<file path="src/rtl/pattern_tx_58.sv">
`timescale 1ns/1ps
// ---------------------------------------------------------------------------
// pattern_tx_58
// Serial pattern transmitter. On a start request in IDLE it sends PATTERN
// MSB first, repeated `count` times (0 means 16). Repetitions are separated
// by GAP idle-zero cycles. A one-cycle done pulse follows a completed burst.
// Every output is registered.
//
// Ports:
//   clk    in   single clock, rising edge
//   rst    in   asynchronous, active-low reset
//   start  in   burst request, sampled only in IDLE
//   count  in   [3:0] repetitions per burst, latched with start (0 = 16)
//   abort  in   forces IDLE at the next edge from any state, with no done
//   out    out  serial bit stream
//   valid  out  high while out carries a pattern bit
//   busy   out  high in SEND or GAP
//   done   out  one-cycle pulse after the final bit of a burst
//   sof    out  one-cycle pulse with the first bit of each repetition
// ---------------------------------------------------------------------------
module pattern_tx_58 #(
  parameter logic [7:0] PATTERN = 8'h58,
  parameter int         GAP     = 2
) (
  input  logic       clk,
  input  logic       rst,
  input  logic       start,
  input  logic [3:0] count,
  input  logic       abort,
  output logic       out,
  output logic       valid,
  output logic       busy,
  output logic       done,
  output logic       sof
);

  typedef enum logic [1:0] {
    S_IDLE = 2'd0,
    S_SEND = 2'd1,
    S_GAP  = 2'd2,
    S_DONE = 2'd3
  } state_t;

  localparam logic [3:0] GAP_LEN = 4'(GAP);

  state_t     state_q, state_d;
  logic [2:0] bit_idx_q, bit_idx_d;
  logic [3:0] gap_cnt_q, gap_cnt_d;
  // Five bits so that count=0 can hold 16 remaining repetitions.
  logic [4:0] rep_q, rep_d;
  logic       out_q, out_d;
  logic       valid_q, valid_d;
  logic       busy_q, busy_d;
  logic       done_q, done_d;
  logic       sof_q, sof_d;

  // Next-state and registered-output computation. Outputs default to the
  // idle values so that every state only states what it drives high.
  always_comb begin
    state_d   = state_q;
    bit_idx_d = bit_idx_q;
    gap_cnt_d = gap_cnt_q;
    rep_d     = rep_q;
    out_d     = 1'b0;
    valid_d   = 1'b0;
    busy_d    = 1'b0;
    done_d    = 1'b0;
    sof_d     = 1'b0;

    if (abort) begin
      state_d   = S_IDLE;
      bit_idx_d = 3'd0;
      gap_cnt_d = 4'd0;
      rep_d     = 5'd0;
    end else begin
      case (state_q)
        S_IDLE: begin
          if (start) begin
            state_d   = S_SEND;
            bit_idx_d = 3'd7;
            rep_d     = (count == 4'd0) ? 5'd16 : {1'b0, count};
            out_d     = PATTERN[7];
            valid_d   = 1'b1;
            busy_d    = 1'b1;
            sof_d     = 1'b1;
          end
        end

        S_SEND: begin
          busy_d = 1'b1;
          if (bit_idx_q != 3'd0) begin
            bit_idx_d = bit_idx_q - 3'd1;
            out_d     = PATTERN[bit_idx_d];
            valid_d   = 1'b1;
          end else begin
            // Last bit of this repetition is on the line now.
            rep_d = rep_q - 5'd1;
            if (rep_q > 5'd1) begin
              if (GAP_LEN != 4'd0) begin
                state_d   = S_GAP;
                gap_cnt_d = GAP_LEN - 4'd1;
              end else begin
                state_d   = S_SEND;
                bit_idx_d = 3'd7;
                out_d     = PATTERN[7];
                valid_d   = 1'b1;
                sof_d     = 1'b1;
              end
            end else begin
              state_d = S_DONE;
              busy_d  = 1'b0;
              done_d  = 1'b1;
            end
          end
        end

        S_GAP: begin
          busy_d = 1'b1;
          if (gap_cnt_q == 4'd0) begin
            state_d   = S_SEND;
            bit_idx_d = 3'd7;
            out_d     = PATTERN[7];
            valid_d   = 1'b1;
            sof_d     = 1'b1;
          end else begin
            gap_cnt_d = gap_cnt_q - 4'd1;
          end
        end

        S_DONE: begin
          // start is deliberately not sampled here.
          state_d = S_IDLE;
          rep_d   = 5'd0;
        end

        default: begin
          state_d = S_IDLE;
        end
      endcase
    end
  end

  // State and output registers.
  always_ff @(posedge clk or negedge rst) begin
    if (!rst) begin
      state_q   <= S_IDLE;
      bit_idx_q <= 3'd0;
      gap_cnt_q <= 4'd0;
      rep_q     <= 5'd0;
      out_q     <= 1'b0;
      valid_q   <= 1'b0;
      busy_q    <= 1'b0;
      done_q    <= 1'b0;
      sof_q     <= 1'b0;
    end else begin
      state_q   <= state_d;
      bit_idx_q <= bit_idx_d;
      gap_cnt_q <= gap_cnt_d;
      rep_q     <= rep_d;
      out_q     <= out_d;
      valid_q   <= valid_d;
      busy_q    <= busy_d;
      done_q    <= done_d;
      sof_q     <= sof_d;
    end
  end

  assign out   = out_q;
  assign valid = valid_q;
  assign busy  = busy_q;
  assign done  = done_q;
  assign sof   = sof_q;

endmodule

</file>
<file path="config.mk">
export PLATFORM = sky130hd
export DESIGN_NAME = pattern_tx_58
export DESIGN_NICKNAME = d
export VERILOG_FILES = /design/src/rtl/pattern_tx_58.sv
export SDC_FILE = /design/constraint.sdc
export NUM_CORES = 1
export LEC_CHECK = 0
export ABC_AREA = 1
export BUFFER_PORTS_ARGS = -buffer_cell sky130_fd_sc_hd__buf_2
export CORE_ASPECT_RATIO = 0.75
export CORE_UTILIZATION = 40
export DETAILED_ROUTE_END_ITERATION = 6
export PLACE_DENSITY = 0.62
export SYNTH_ARGS = -nofsm -noshare
export SYNTH_HDL_FRONTEND = slang
export SYNTH_SLANG_ARGS = --single-unit
</file>
<file path="constraint.sdc">
create_clock -name clk -period 3.8 [get_ports clk]
set_input_delay 0.57 -clock clk [delete_from_list [all_inputs] [get_ports clk]]
set_output_delay 0.57 -clock clk [all_outputs]
set_load 0.02 [all_outputs]
</file>
==> results by stage <==
Detailed routing:
- In the routed design, unresolved DRC markers number 0.
- The number of nets still failing antenna checks after routing is 0.
- The first detailed-routing pass ran for 4 iterations.
- The routed via count is 1108.
- The overall routed net length is 2700 µm.
- After detailed routing, the number of vias per cell comes to 4.92.
- The number of design-rule violations left by the first detailed-router iteration is 47.
- Dividing the detail-routed wire length by the instance count gives 12.0 µm.

CTS:
- In this run the number of H-tree levels came out at 1.
- The clock net in this run drives a total of 19 sinks.
- TritonCTS built the clock tree.
- The TritonCTS buffer count is 3.
- The cell at the root of the clock tree is clkbuf_8.
- The quantity of hold-fixing buffers added after cts is 0.
- The later-pin clock latency in the skew report is 0.26 ns.
- The number of gates resized after CTS was 0.
- The maximum count of clock buffers along a single path is 2.
- The clock transition at the registers of the reported paths is 0.07 ns.
- The total setup buffers inserted after CTS is 0.

Logic synthesis:
- The number of instances in the synthesized netlist is 173.
- The mean area per synthesized cell is 7.61 µm².
- For this run, the number of Yosys warnings is 0.
- In this run, synthesis produced a sequential element count of 19.
- Yosys mapped the design onto 30 distinct sky130hd cell types.
- The total nets after synthesis is 190.
- Summed over its instances, the top area cell type makes up 36.1% of the synthesized netlist area.
- Of all flip-flops after synthesis, the portion carrying an async set or reset was 100%.
- The sequential area share after synthesis is 36.1%.
- By area the synthesized netlist is led by dfrtp_1 36%, nand2_1 15%, ha_1 8.6%, nand3_1 5.3%, inv_1 4.8%.
- The synthesized netlist devotes 1.33% of its cell area to XOR and XNOR gates.
- The most used flip-flop cell after synthesis is dfrtp_1.
- The adder-cell share of the synthesized area is 8.56%.
- After synthesis, the largest family of logic cells by area is simple AND/OR/NAND/NOR gates.
- The post-synthesis cell area is 0.00132 mm².
- Of the total synthesized cell area, the portion taken by AND, OR, NAND and NOR gates is 36.4%.
- The synthesized netlist devotes 10.6% of its cell area to compound gates.
- In this run, synthesis inferred 0 flip-flops with an integrated enable.
- The multiplexer share of the synthesized area is 0%.
- The largest area contributor in the synthesized netlist is dfrtp_1.

Setup path:
- On the critical path, the stage with the largest delay is an instance of ha_1.
- The biggest fanout along the worst timing path is 8.
- Walking the worst path, the cells encountered are inv_1, ha_1, inv_6, nor2_2, nand2_2, o21ai_2, nor2_4, nand3_1, nand2_1.
- In this design, the stage delay of the slowest critical-path cell is 0.43 ns.
- The endpoint required time on the critical path is 3.95 ns.
- The worst path arrival time is 1.86 ns.
- The number of buffer and inverter instances along the worst setup path is 2.
- The worst setup path is launched from a register.
- The kind of critical path is reg -> reg.
- The critical path capture point type is a register.
- Broken down by cell family, the worst path's largest delay share belongs to simple AND/OR/NAND/NOR gates.

GRT:
- After global routing the overflow that remains totals 0.
- The first-pass GRT wire length is 4840 µm.
- The routing usage on met1 is 26.3%.
- The aggregate global-route resource usage is 19.2%.
- Entering global routing, the biggest net connects 20 pins.
- For this run, global-route usage on met2 was measured as 26.3%.
- The busiest metal layer after global routing is met2.
- The initial antenna violation count is 0.
- The routing usage on met3 is 6.36%.
- The number of global-route vias before repair is 1059.

Hold path:
- The classification of the worst-slack hold path is in -> async.

Place:
- The worst setup slack after placement is 2.10 ns.
- Port buffering added 12 buffers.
- The detailed-placement wirelength estimate is 2130 µm.
- At the end of routability-driven placement, the weighted congestion stood at 0.856.

Final layout:
- In the final layout, the share of cells above drive strength 1 is 18.2%.
- The top cell types in the final layout, fill and taps aside, are 52 x nand2_1, 19 x dfrtp_1, 17 x inv_1.
- In the final design database the tool counted 205 nets.
- Leaving out fill and tap cells, the most frequent cell in the layout is nand2_1.
- Compared with the post-synthesis result, the final layout area differs by 10.5%.
- After filler insertion, the fill cell instance count of the layout stands at 309.
- The repair_antennas step left the layout with diodes totalling 0.

Die:
- The placeable core region is 0.00304 mm².
- The initial cell density of the core is 43.3%.
- The horizontal extent of the die is 68.2 µm.
- 13 I/O pins were placed.
- The die covers 0.00353 mm².
- The die outline height is 51.7 µm.
- After floorplanning, the core was divided into 17 placement rows.

Pwr:
- The internal power consumption is 0.000554 W.
- The maximum vdd drop is 0.243 mV.
- Net switching is 48.4% of the power.
- The power density normalized to cell area is 739 mW/mm².
- The overall power after layout is 0.00107 W.
- The clock network burns 13.3% of the power.
- Per report_power, the combinational group accounts for 56.9% of the total.
- Summed over all nets, the switching power comes to 0.000520 W.
- The leakage power total is 0.779 nW.
- The sequential group share of total power is 29.8%.

STA:
- Setup repair after global routing left no endpoint under its margin.
- The number of slew-limit violations in the final report is 0.
- The shortest period the worst path allows is 1.71 ns.
- The final hold slack is 0.238 ns.
- Based on the critical path, the design can be clocked at up to 586 MHz.
- The worst clock skew is 0.00316 ns.
- Setup violations remaining at the end of the flow were counted as 0.
- The transition at the pin with the smallest max-transition slack is 0.448 ns.
- Adding up every negative setup slack in the final design gives 0 ns.
- The final worst slack is 2.09 ns.
- The final count of hold timing violations came to 0.
- Measured against its own limit, the worst slew margin works out to 70.1%.
- The share of the clock period used by the worst path is 44.9%.

Job:
- Across the run, the number of max-cap violations was 0.

Status:
- The run finished with clean final reports.
## Yosys cell counts, types with 3 or more instances
| library cell | number |
|---|---|
| o21ai_1 | 7 |
| nor2_4 | 3 |
| nand3_2 | 3 |
| dfrtp_1 | 19 |
| a21oi_1 | 6 |
| inv_1 | 17 |
| ha_1 | 9 |
| nand3_1 | 14 |
| nand2_2 | 3 |
| nor2_1 | 13 |
| o21ai_0 | 4 |
| nand2_1 | 52 |
## power by group through the flow
stage	combinational [W]	sequential (W)	clock, W
global route	0.000705	0.000332	0.000160
floorplan	0.000478	0.000333	0
detailed placement	0.000611	0.000322	0
global placement	0.000608	0.000322	0
CTS	0.000614	0.000319	0.000147
finish	0.000612	0.000320	0.000143
## worst register-to-register path, delay by kind of cell (launching register included)
family,cells,cell delay (ns)
AO/OA/AOI/OAI,1,0.11
adder cells (fa/ha/maj),1,0.43
buffers and inverters,2,0.20
flip-flops,1,0.42
AND/OR/NAND/NOR,5,0.44
## flip-flops by register name (all words and copies together), names as in the netlist
name,flops
state_q,2
bit_idx_q,3
valid,1
rep_q,5
done,1
busy,1
out,1
sof,1
gap_cnt_q,4
## routing by layer
metal / wire (µm) / up-vias / part of all wire, %
li1: - / 584 / -
met1: 1400 / 492 / 52
met2: 1100 / 26 / 41
met3: 135 / 6 / 5.0
met4: 61 / 0 / 2.3
met5: 0 / - / 0
## stage by stage
step / cells / area, µm² / util, %
final: 225 / 1450 / 47.8
after global routing: 225 / 1450 / 47.8
after CTS: 225 / 1450 / 47.8
after detailed placement: 221 / 1410 / 46.3
after global placement: 221 / 1410 / 46.3
after floorplan: 173 / 1320 / -
## worst paths after layout
| kind | from | endpoint | slack, ns | cells past startpoint |
|---|---|---|---|---|
| max | state_q[1]$_DFFE_PN0P_ | bit_idx_q[2]$_DFFE_PN0P_ | 2.09 | 9 |
| min | rst | rep_q[1]$_DFFE_PN0P_ | 0.24 | 1 |
| max reg2reg | state_q[1]$_DFFE_PN0P_ | bit_idx_q[2]$_DFFE_PN0P_ | 2.09 | 9 |
| min reg2reg | gap_cnt_q[1]$_DFFE_PN0P_ | gap_cnt_q[1]$_DFFE_PN0P_ | 0.52 | 2 |
| max in group asynchronous | rst | rep_q[2]$_DFFE_PN0P_ | 3.27 | 1 |
| min in group clk | gap_cnt_q[1]$_DFFE_PN0P_ | gap_cnt_q[1]$_DFFE_PN0P_ | 0.52 | 2 |
## kinds of logic after synthesis
logic type | after synthesis
compound gates | 24
xor+xnor | 2
fa+ha+maj | 9
buf+inv | 21
flops | 19
simple gates | 98
## area by class of cell
class | instances | area (µm²) | share of cell area (%)
clock buffers | 3 | 41.3 | 2.84
repair buffers | 12 | 60.1 | 4.13
flip-flops and latches | 19 | 475 | 32.7
well taps | 38 | 47.5 | 3.27
clock inverters | 1 | 5.00 | 0.344
multi-input cells | 133 | 748 | 51.5
inverters | 19 | 76.3 | 5.25
(Power assumes the default switching activity.)
